### config.mk
export PLATFORM = sky130hd
export DESIGN_NAME = decode_aligner
export DESIGN_NICKNAME = d
export VERILOG_FILES = /design/src/rtl/decode_aligner_pkg.sv /design/src/rtl/decode_aligner_rvc_expander.sv /design/src/rtl/decode_aligner.sv
export SDC_FILE = /design/constraint.sdc
export NUM_CORES = 1
export LEC_CHECK = 0
export CELL_PAD_IN_SITES_DETAIL_PLACEMENT = 1
export CELL_PAD_IN_SITES_GLOBAL_PLACEMENT = 1
export CORE_MARGIN = 2
export CORE_UTILIZATION = 38
export CTS_BUF_LIST = sky130_fd_sc_hd__clkbuf_16
export DETAILED_ROUTE_END_ITERATION = 8
export GPL_ROUTABILITY_DRIVEN = 0
export GPL_TIMING_DRIVEN = 0
export PLACE_DENSITY = 0.77
export SYNTH_ARGS = -nofsm -noshare
export SYNTH_HDL_FRONTEND = slang
export SYNTH_SLANG_ARGS = --single-unit
### constraint.sdc
create_clock -name i_clk -period 4.3 [get_ports i_clk]
set_input_delay 0.86 -clock i_clk [delete_from_list [all_inputs] [get_ports i_clk]]
set_output_delay 0.86 -clock i_clk [all_outputs]
set_load 0.005 [all_outputs]
### src/rtl/decode_aligner_pkg.sv
// decode_aligner_pkg: RV32 opcode, RVC quadrant/funct3 constants and instruction encoders
package decode_aligner_pkg;
  localparam logic [6:0] OPC_LOAD   = 7'b0000011;
  localparam logic [6:0] OPC_OP_IMM = 7'b0010011;
  localparam logic [6:0] OPC_STORE  = 7'b0100011;
  localparam logic [6:0] OPC_OP     = 7'b0110011;
  localparam logic [6:0] OPC_LUI    = 7'b0110111;
  localparam logic [6:0] OPC_BRANCH = 7'b1100011;
  localparam logic [6:0] OPC_JALR   = 7'b1100111;
  localparam logic [6:0] OPC_JAL    = 7'b1101111;
  localparam logic [31:0] INST_EBREAK = 32'h0010_0073;
  localparam logic [1:0] Q0 = 2'b00;
  localparam logic [1:0] Q1 = 2'b01;
  localparam logic [1:0] Q2 = 2'b10;
  localparam logic [2:0] C3_ADDI4SPN = 3'b000;
  localparam logic [2:0] C3_LW       = 3'b010;
  localparam logic [2:0] C3_SW       = 3'b110;
  localparam logic [2:0] C3_ADDI     = 3'b000;
  localparam logic [2:0] C3_JAL      = 3'b001;
  localparam logic [2:0] C3_LI       = 3'b010;
  localparam logic [2:0] C3_LUI      = 3'b011;
  localparam logic [2:0] C3_MISC_ALU = 3'b100;
  localparam logic [2:0] C3_J        = 3'b101;
  localparam logic [2:0] C3_BEQZ     = 3'b110;
  localparam logic [2:0] C3_BNEZ     = 3'b111;
  localparam logic [2:0] C3_SLLI     = 3'b000;
  localparam logic [2:0] C3_LWSP     = 3'b010;
  localparam logic [2:0] C3_JR_MV    = 3'b100;
  localparam logic [2:0] C3_SWSP     = 3'b110;
  function automatic logic [31:0] i_type(input logic [11:0] imm, input logic [4:0] rs1,
                                         input logic [2:0] f3, input logic [4:0] rd, input logic [6:0] op);
    return {imm, rs1, f3, rd, op};
  endfunction
  function automatic logic [31:0] s_type(input logic [11:0] imm, input logic [4:0] rs2, input logic [4:0] rs1,
                                         input logic [2:0] f3, input logic [6:0] op);
    return {imm[11:5], rs2, rs1, f3, imm[4:0], op};
  endfunction
  function automatic logic [31:0] r_type(input logic [6:0] f7, input logic [4:0] rs2, input logic [4:0] rs1,
                                         input logic [2:0] f3, input logic [4:0] rd, input logic [6:0] op);
    return {f7, rs2, rs1, f3, rd, op};
  endfunction
endpackage

### src/rtl/decode_aligner_rvc_expander.sv
// rvc_expander: combinational RV32C halfword to RV32I instruction expansion with illegal detect
module rvc_expander
  import decode_aligner_pkg::*;
(
  input  logic [15:0] i_c,
  output logic [31:0] o_inst,
  output logic        o_illegal
);
  logic [4:0] rd, rs2, rp_lo, rp_hi;
  logic [11:0] imm6, lw_imm, a4_imm, a16_imm, lwsp_imm, swsp_imm;
  logic [20:1] j_imm;
  logic [12:1] b_imm;
  logic [2:0] alu_f3;
  logic [31:0] exp;
  logic ill;
  assign rd       = i_c[11:7];
  assign rs2      = i_c[6:2];
  assign rp_lo    = {2'b01, i_c[4:2]};
  assign rp_hi    = {2'b01, i_c[9:7]};
  assign imm6     = {{7{i_c[12]}}, i_c[6:2]};
  assign lw_imm   = {5'b0, i_c[5], i_c[12:10], i_c[6], 2'b00};
  assign a4_imm   = {2'b00, i_c[10:7], i_c[12:11], i_c[5], i_c[6], 2'b00};
  assign a16_imm  = {{3{i_c[12]}}, i_c[4:3], i_c[5], i_c[2], i_c[6], 4'b0};
  assign lwsp_imm = {4'b0, i_c[3:2], i_c[12], i_c[6:4], 2'b00};
  assign swsp_imm = {4'b0, i_c[8:7], i_c[12:9], 2'b00};
  assign j_imm    = {{10{i_c[12]}}, i_c[8], i_c[10:9], i_c[6], i_c[7], i_c[2], i_c[11], i_c[5:3]};
  assign b_imm    = {{5{i_c[12]}}, i_c[6:5], i_c[2], i_c[11:10], i_c[4:3]};
  assign alu_f3   = (i_c[6:5] == 2'b00) ? 3'b000 : {1'b1, i_c[6], i_c[6] & i_c[5]};
  always_comb begin
    exp = '0;
    ill = 1'b0;
    case ({i_c[1:0], i_c[15:13]})
      {Q0, C3_ADDI4SPN}: begin
        ill = (a4_imm == '0);
        exp = i_type(a4_imm, 5'd2, 3'b000, rp_lo, OPC_OP_IMM);
      end
      {Q0, C3_LW}:       exp = i_type(lw_imm, rp_hi, 3'b010, rp_lo, OPC_LOAD);
      {Q0, C3_SW}:       exp = s_type(lw_imm, rp_lo, rp_hi, 3'b010, OPC_STORE);
      {Q1, C3_ADDI}:     exp = i_type(imm6, rd, 3'b000, rd, OPC_OP_IMM);
      {Q1, C3_JAL}, {Q1, C3_J}:
        exp = {j_imm[20], j_imm[10:1], j_imm[11], j_imm[19:12], i_c[15] ? 5'd0 : 5'd1, OPC_JAL};
      {Q1, C3_LI}:       exp = i_type(imm6, 5'd0, 3'b000, rd, OPC_OP_IMM);
      {Q1, C3_LUI}: begin
        ill = ({i_c[12], i_c[6:2]} == 6'd0);
        exp = (rd == 5'd2) ? i_type(a16_imm, 5'd2, 3'b000, 5'd2, OPC_OP_IMM)
                           : {{15{i_c[12]}}, i_c[6:2], rd, OPC_LUI};
      end
      {Q1, C3_MISC_ALU}: begin
        ill = i_c[12] && (i_c[11:10] != 2'b10);
        exp = (i_c[11:10] == 2'b10) ? i_type(imm6, rp_hi, 3'b111, rp_hi, OPC_OP_IMM)
            : (i_c[11:10] == 2'b11) ? r_type((i_c[6:5] == 2'b00) ? 7'b0100000 : 7'b0, rp_lo, rp_hi, alu_f3, rp_hi, OPC_OP)
            : r_type({1'b0, i_c[10], 5'b0}, rs2, rp_hi, 3'b101, rp_hi, OPC_OP_IMM);
      end
      {Q1, C3_BEQZ}, {Q1, C3_BNEZ}:
        exp = {b_imm[12], b_imm[10:5], 5'd0, rp_hi, 2'b00, i_c[13], b_imm[4:1], b_imm[11], OPC_BRANCH};
      {Q2, C3_SLLI}: begin
        ill = i_c[12];
        exp = r_type(7'b0, rs2, rd, 3'b001, rd, OPC_OP_IMM);
      end
      {Q2, C3_LWSP}: begin
        ill = (rd == 5'd0);
        exp = i_type(lwsp_imm, 5'd2, 3'b010, rd, OPC_LOAD);
      end
      {Q2, C3_JR_MV}: begin
        ill = !i_c[12] && (rs2 == 5'd0) && (rd == 5'd0);
        exp = (rs2 != 5'd0) ? r_type(7'b0, rs2, i_c[12] ? rd : 5'd0, 3'b000, rd, OPC_OP)
            : (i_c[12] && rd == 5'd0) ? INST_EBREAK
            : i_type(12'd0, rd, 3'b000, {4'd0, i_c[12]}, OPC_JALR);
      end
      {Q2, C3_SWSP}:     exp = s_type(swsp_imm, rs2, 5'd2, 3'b010, OPC_STORE);
      default:           ill = 1'b1;
    endcase
  end
  assign o_illegal = ill;
  assign o_inst = ill ? 32'h0 : exp;
endmodule

### src/rtl/decode_aligner.sv
// decode_aligner: halfword queue realigning fetch words into one expanded instruction per cycle
module decode_aligner
  import decode_aligner_pkg::*;
#(
  parameter int unsigned BUF_HW   = 6,
  parameter bit          C_EXT    = 1'b1,
  parameter logic [31:0] RESET_PC = 32'h0000_0000
) (
  input  logic        i_clk,
  input  logic        i_rst_n,
  input  logic        i_flush,
  input  logic [31:0] i_flush_pc,
  input  logic        i_fetch_valid,
  output logic        o_fetch_ready,
  input  logic [31:0] i_fetch_data,
  output logic        o_inst_valid,
  input  logic        i_inst_ready,
  output logic [31:0] o_inst,
  output logic [31:0] o_inst_pc,
  output logic        o_inst_c,
  output logic        o_inst_illegal
);
  localparam int PW = $clog2(BUF_HW);
  localparam int CW = $clog2(BUF_HW + 1);
  logic [15:0] q_q [BUF_HW];
  logic [15:0] q_d [BUF_HW];
  logic [PW-1:0] head_q, head_d, tail_q, tail_d, head1, tail1;
  logic [CW-1:0] count_q, count_d;
  logic [31:0] pc_q, pc_d;
  logic skip_q, skip_d;
  logic [15:0] h0, h1;
  logic is32, need2, avail, push, pop;
  logic [31:0] exp_inst;
  logic exp_ill;
  logic unused_ok;
  function automatic logic [PW-1:0] inc(input logic [PW-1:0] p);
    return (p == PW'(BUF_HW - 1)) ? '0 : p + 1'b1;
  endfunction
  assign unused_ok = i_flush_pc[0];
  assign head1 = inc(head_q);
  assign tail1 = inc(tail_q);
  assign h0 = q_q[head_q];
  assign h1 = q_q[head1];
  assign is32 = &h0[1:0];
  assign need2 = is32 || !C_EXT;
  assign avail = need2 ? (count_q >= CW'(2)) : (count_q != '0);
  assign o_fetch_ready = (count_q <= CW'(BUF_HW - 2)) && !i_flush;
  assign o_inst_valid = avail && !i_flush;
  assign push = i_fetch_valid && o_fetch_ready;
  assign pop = o_inst_valid && i_inst_ready;
  assign o_inst = need2 ? {h1, h0} : exp_inst;
  assign o_inst_pc = pc_q;
  assign o_inst_c = o_inst_valid && !need2;
  assign o_inst_illegal = o_inst_valid && !is32 && (exp_ill || !C_EXT);
  generate
    if (C_EXT) begin : g_rvc
      rvc_expander u_rvc (.i_c(h0), .o_inst(exp_inst), .o_illegal(exp_ill));
    end else begin : g_no_rvc
      assign exp_inst = '0;
      assign exp_ill  = 1'b0;
    end
  endgenerate
  // skip drops the low halfword of the first word after a redirect to a pc with bit 1 set
  always_comb begin
    q_d = q_q;
    head_d = head_q;
    tail_d = tail_q;
    count_d = count_q;
    pc_d = pc_q;
    skip_d = skip_q;
    if (i_flush) begin
      head_d = '0;
      tail_d = '0;
      count_d = '0;
      pc_d = {i_flush_pc[31:1], 1'b0};
      skip_d = i_flush_pc[1];
    end else begin
      if (push) begin
        q_d[tail_q] = skip_q ? i_fetch_data[31:16] : i_fetch_data[15:0];
        if (!skip_q) q_d[tail1] = i_fetch_data[31:16];
        tail_d = skip_q ? tail1 : inc(tail1);
        skip_d = 1'b0;
      end
      if (pop) begin
        head_d = need2 ? inc(head1) : head1;
        pc_d = pc_q + (need2 ? 32'd4 : 32'd2);
      end
      count_d = count_q + CW'(push ? (skip_q ? 1 : 2) : 0) - CW'(pop ? (need2 ? 2 : 1) : 0);
    end
  end
  always_ff @(posedge i_clk or negedge i_rst_n) begin
    if (!i_rst_n) begin
      q_q <= '{default: '0};
      head_q <= '0;
      tail_q <= '0;
      count_q <= '0;
      pc_q <= {RESET_PC[31:1], 1'b0};
      skip_q <= RESET_PC[1];
    end else begin
      q_q <= q_d;
      head_q <= head_d;
      tail_q <= tail_d;
      count_q <= count_d;
      pc_q <= pc_d;
      skip_q <= skip_d;
    end
  end
endmodule

==> flow_summary.yaml, run 1 <==
clock_tree:
  cts_sinks: 137
  cts_tree: "built"
  cts_made_buffers: 17
  holdBufCountCts: 0
  root_buffer: "clkbuf_16"
  clock_latency_ns: 0.43
  cts_max_path_buffers: 2
  clk_pin_slew_ns: 0.07
  cts.htree.levels: 4
critical_path:
  cp.arrival_ns: 3.71
  crit_path_end_kind: "output port"
  r2r_setup_slack_ns: 0.02
  required_ns: 3.44
  reg2regPathDepth: 19
  worst-setup-path-type: "reg2out"
  cp-start-kind: "flop"
  crit_fanout: 7
  rr_endpoint: "o_inst_pc[28]"
  regToRegStartpoint: "head_q[0]"
global_route:
  grtUsageTotal_pct: 33.19
  grt_pass1_vias: 12060
  grt_max_degree: 100
  grt_pass1_wl_um: 72180
  grt-ovfl-total: 0
  antenna_found_initial: 0
timing:
  finalMaxSlewViolations: 0
  final_hold_viol_count: 0
  setup_slack_ns: -0.2656
  worst_pin_slew_ns: 1.038
  min_period_ns: 4.566
  fmax_ghz: 0.2190
  finClkSkew_ns: 0.01397
  slew-limit-headroom_pct: 30.28
  fin_crit_sh_pct: 106.2
  finalSetupViolations: 33
  rsz0062_at_grt: "yes"
floorplanning:
  placement_rows: 59
  io_pins: 137
  die_width_um: 166.8
  fp.dieArea_um2: 27830
  core_area_um2: 26060
  fp.dieH_um: 166.8
  initial_core_util_pct: 38.67
drt:
  wire_per_inst_um: 27.65
  ant_nets: 0
  drc: 0
  num_vias: 12020
  drt_iter0_drc: 1294
  dr.pass1.iters: 6
  routed_wl_um: 49610
  vias_per_cell: 6.697
yosys:
  synth_area_um2: 10080
  synth_fp_nets: 1304
  synth_area_leaders: "dfrtp_1, nand2_1, nor2_1"
  yosysMostFrequentCell: "nand2_1"
  synth_flop_cell: "dfrtp_1"
  yosys_warnings: 0
  yosysSeqAreaShare_pct: 34.02
  synthCells: 1228
  synth.avg_cell_area_um2: 8.205
  synth_edf_count: 0
  synthArstFlopShare_pct: 100.0
  synthTopCellsByCount: "nand2_1, dfrtp_1, nor2_1"
  synth_cell_type_count: 87
  synth_largest_area_cell: "dfrtp_1"
  ys_ff_latch: 137
  synth_top_area_share_pct: 34.02
layout:
  fin_nets: 1525
  antennaDiodeCount: 0
  seqCellArea_um2: 3428
  multi_input_area_um2: 6893
  fillers: 3073
  final_util_pct: 53.63
  drive_gt1_share_pct: 23.85
  area_growth_pct: 38.71
place:
  dpl.hpwl_um: 32220
  port_buffers: 134
outcome:
  status: "finished, violations left"
  failed_checks: "setup timing"
power:
  p_per_area_nw_per_um2: 907.0
  power_mw: 12.68
  leakagePower_nw: 5.463
  ir_drop_mv: 0.9365
hold_path:
  hp-class: "in2async"
flow_run:
  drv_cap: 0
## routing by layer
layer	global-route usage [%]	up-vias	share of wire, %
li1	-	5031	-
met1	44.02	5967	41
met2	52.85	797	46
met3	7.177	220	8.6
met4	13.31	0	5.1
met5	0	-	0
## state kept, by name (all words and copies together), names as in the netlist
register / flops
tail_q: 3
count_q: 3
head_q: 3
o_inst_pc: 31
skip_q: 1
q_q: 96
## cells by family (layout without fill, tap and decap cells)
group / count (synthesis) / after routing / share of synthesized area (%)
simple gates: 435 / 435 / 19.69
compound gates: 431 / 431 / 27.83
flops: 137 / 137 / 34.02
buf+inv: 125 / 356 / 5.749
mux: 86 / 86 / 11.05
fa+ha+maj: 7 / 7 / 1.093
xor+xnor: 6 / 6 / 0.5215
other cells: 1 / 1 / 0.03722
## final cells by class
cell class                      count  share of cell area, %
Multi-Input combinational cell    966                  49.32
Clock inverter                     12                  1.441
Buffer                             95                  4.154
Sequential cell                   137                  24.53
Clock buffer                       17                  3.044
Timing Repair Buffer              206                  13.80
Tap cell                          335                  2.999
Inverter                           26                 0.7162
## through the flow
step / hold WS [ns] / setup slack [ns] / instances / TNS, ns / cell area (um^2)
CTS: 0.3564 / -0.07018 / 1764 / -0.6514 / 13350
global placement: 0.4889 / -3.335 / 1697 / -481.96 / 11840
global route: 0.3513 / -0.3032 / 1794 / -6.575 / 13980
floorplan: 0.4580 / 0.1026 / 1228 / 0 / 10080
detailed placement: 0.5065 / -1.499 / 1698 / -30.74 / 11870
finish: 0.3374 / -0.2656 / 1794 / -4.423 / 13980
## worst max-delay path by stage
| stage | end | slack (ns) | start | cells past startpoint |
|---|---|---|---|---|
| 5_1_grt | o_inst[10] | -0.30 | head_q[0] | 16 |
| 2_1_floorplan | o_inst_pc[29] | 0.10 | head_q[0] | 18 |
| 3_5_place_dp | o_inst_pc[27] | -1.50 | head_q[1] | 16 |
| 4_1_cts | o_inst[25] | -0.07 | head_q[0] | 15 |
| 3_3_place_gp | q_q[89] | -3.33 | i_rst_n | 1 |
| 6_report | o_inst[18] | -0.27 | head_q[0] | 14 |
## report_power, final
group	switching, mW	leakage, nW	internal (mW)
clock network	0.608	0.301	1.02
registers	0.737	1.66	1.77
logic	4.86	3.50	3.68
## worst max-delay path: stages (launching register included)
cell and delay (ns):
dfrtp_1 0.40, buf_6 0.16, buf_12 0.14, buf_12 0.12
buf_16 0.13, mux2i_2 0.18, o21ai_4 0.30, buf_4 0.18
o211ai_4 0.10, buf_4 0.19, nor3_2 0.52, nor3_1 0.27
o21a_1 0.27, o22ai_4 0.17, buf_2 0.15
## cells in the final DEF, fill, tap and decap left out, drive strengths merged, types with 32 or more instances in the layout
cell type,count
nor2,135
a21oi,101
mux2,32
buf,132
a22oi,42
mux2i,37
nand2,162
clkdlybuf4s50,104
dfrtp,137
o21ai,100
o22ai,73
clkbuf,82
## repair_timing
| action | in CTS | in global routing |
|---|---|---|
| pin swaps | 28 | 37 |
| gates resized for setup | 233 | 100 |
| cloned | 4 | 1 |
| setup buffers | 35 | 34 |
| setup endpoints to repair | 61 | 53 |
Note: power is estimated with default switching activity, not from simulation.
==> run 2, diff against run 1 <==
Settings changed: GPL_TIMING_DRIVEN 0 to 1, SYNTH_HIERARCHICAL set to 1.
==> run 2 against run 1 <==
Effect of this change:
- wire length fell by 9.8%
- utilization increased by 0.23 points
- the run still ends with setup timing left
- sequential share of layout area decreased by 0.21 points
- sequential cell count stayed put
- count of clock-buffer cells in the layout did not move
- clock power shrank 11%
- global-route usage shrank 2.0 points
- register-to-register slack improved by 0.31 ns
- sequential power shrank 4%
==> flow_summary.yaml, run 2 <==
outcome:
  status: "finished, violations left"
  failed_checks: "setup timing"
clock_tree:
  cts_tree: "built"
  cts.htree.levels: 4
  cts_max_path_buffers: 2
  clk_pin_slew_ns: 0.07
  root_buffer: "clkbuf_16"
  cts_made_buffers: 17
  cts_sinks: 137
  clock_latency_ns: 0.44
timing:
  rsz0062_at_grt: "yes"
  finClkSkew_ns: 0.01830
  min_period_ns: 4.652
  fin_crit_sh_pct: 108.2
  worst_pin_slew_ns: 0.9982
  slew-limit-headroom_pct: 33.45
  final_hold_viol_count: 0
  fmax_ghz: 0.2150
  finalSetupViolations: 30
  setup_slack_ns: -0.3522
  holdWs_ns: 0.5067
  finalMaxSlewViolations: 0
yosys:
  yosysMostFrequentCell: "dfrtp_1"
  synth_cell_type_count: 80
  synth_fp_nets: 1306
  synthCells: 1230
  synthArstFlopShare_pct: 100.0
  synth_flop_cell: "dfrtp_1"
  synthTopCellsByCount: "dfrtp_1, nor2_1, nand2_1"
  synth_area_um2: 10170
  ys_ff_latch: 137
  synth_area_leaders: "dfrtp_1, a21oi_1, mux2_2"
  synth_top_area_share_pct: 33.69
  synth.avg_cell_area_um2: 8.272
  yosysSeqAreaShare_pct: 33.69
  synth_largest_area_cell: "dfrtp_1"
  yosys_warnings: 6
  synth_edf_count: 0
drt:
  drt_iter0_drc: 883
  dr.pass1.iters: 8
  ant_nets: 0
  routed_wl_um: 44760
  wire_per_inst_um: 24.62
  vias_per_cell: 6.323
  drc: 0
  num_vias: 11500
global_route:
  grt_pass1_wl_um: 68720
  antenna_found_initial: 0
  grtUsageTotal_pct: 31.19
  grt_pass1_vias: 11970
  grt_max_degree: 95
  grt-ovfl-total: 0
floorplanning:
  die_width_um: 167.6
  fp.dieH_um: 167.6
  placement_rows: 59
  core_area_um2: 26210
  io_pins: 137
  initial_core_util_pct: 38.83
  fp.dieArea_um2: 28100
critical_path:
  cpPeakStageDelay_ns: 0.54
  worst-setup-path-type: "reg2out"
  cp.arrival_ns: 3.79
  crit_path_end_kind: "output port"
  r2r_setup_slack_ns: 0.33
  crit_fanout: 7
  required_ns: 3.44
  slowest_stage: "dfrtp_4"
  cp-start-kind: "flop"
  worstPathCellList: "buf_12 -> buf_4 -> mux2i_2 -> nor2_1 -> a221o_1 -> buf_4 -> buf_4 -> or2_2 -> buf_4 -> nor2_1 -> nor2_1 -> a311oi_2 -> nor2_1 -> a31oi_1 -> buf_2"
layout:
  largest_register: "q_q"
  final_util_pct: 53.86
  largest_reg_flops: 96
  area_growth_pct: 38.74
  antennaDiodeCount: 0
  fin_nets: 1546
  final_cells: 1818
  final_common_cell: "buf_4"
  drive_gt1_share_pct: 28.66
  final_cell_mix: "buf_4, dfrtp_1, nor2_1, nand2_1, a21oi_1"
place:
  port_buffers: 134
  pre_cts_ws_ns: -0.3430
  place_inst: 1738
  dpl.hpwl_um: 29300
power:
  leakagePower_nw: 5.733
  p_per_area_nw_per_um2: 945.3
  ir_drop_mv: 0.4225
  power_mw: 13.34
hold_path:
  hp-class: "reg2reg"
flow_run:
  drv_cap: 0
## run 2: path summary, 6_finish.rpt
kind                            from       endpoint  cells after the start
setup / recovery           head_q[0]     o_inst[16]                     15
hold / removal               q_q[71]        q_q[71]                      2
setup reg to reg           head_q[0]  o_inst_pc[29]                     15
hold reg to reg              q_q[71]        q_q[71]                      2
max in group asynchronous    i_rst_n        q_q[15]                      2
min in group asynchronous    i_rst_n      tail_q[2]                      1
## run 2: cell families (layout without fill, tap and decap cells)
group,count (synthesis),after routing,share of synthesized area [%]
AO/OA/AOI/OAI,421,421,25.53
AND/OR/NAND/NOR,407,407,19.06
flip-flops,137,137,33.69
buffers and inverters,133,386,5.534
multiplexers,99,99,12.91
XOR/XNOR,25,25,2.152
adder cells (fa/ha/maj),7,7,1.082
other,1,1,0.03686
## run 2: cell type report
class / instances / area [um^2]
Fill cell: 3050 / 12090
Multi-Input combinational cell: 960 / 6660
Timing Repair Buffer: 329 / 2949
Inverter: 25 / 97.59
Clock buffer: 17 / 425.4
Sequential cell: 137 / 3433
Clock inverter: 15 / 131.4
Tap cell: 335 / 419.2
## run 2: timing repair
action,4_1_cts,5_1_grt
hold buffers,0,0
pin swaps,27,31
setup endpoints to repair,33,32
resized for setup,209,79
cloned,2,1
setup buffers,30,15
## run 2: per-stage QoR
step | setup TNS (ns) | cell area (um^2)
after global routing | -9.579 | 14120
after floorplan | 0 | 10180
after CTS | -5.900 | 13720
after detailed placement | -3.564 | 12650
after global placement | -1.911 | 12650
final | -6.377 | 14120
## run 2: worst max-delay path, delay by kind of cell (launching register included)
family                 cells  cell delay, ns
AOI/OAI and AO/OA          3            0.81
buffers and inverters      6            1.00
muxes                      1            0.21
and+or+nand+nor            5            0.81
DFF                        1            0.54
## run 2: routing by layer
metal	track usage, %	vias up	wire length [um]
met3	5.602	148	3361
met1	40.45	5773	18230
met4	14.63	0	1984
met5	0	-	0
met2	50.71	551	21190
li1	-	5024	-
## run 2: where the power goes
group	total (mW)	leakage [nW]	switching, mW	internal (mW)
sequential	2.41	1.64	0.631	1.78
clock	1.45	0.267	0.692	0.761
combinational	9.48	3.83	5.12	4.35
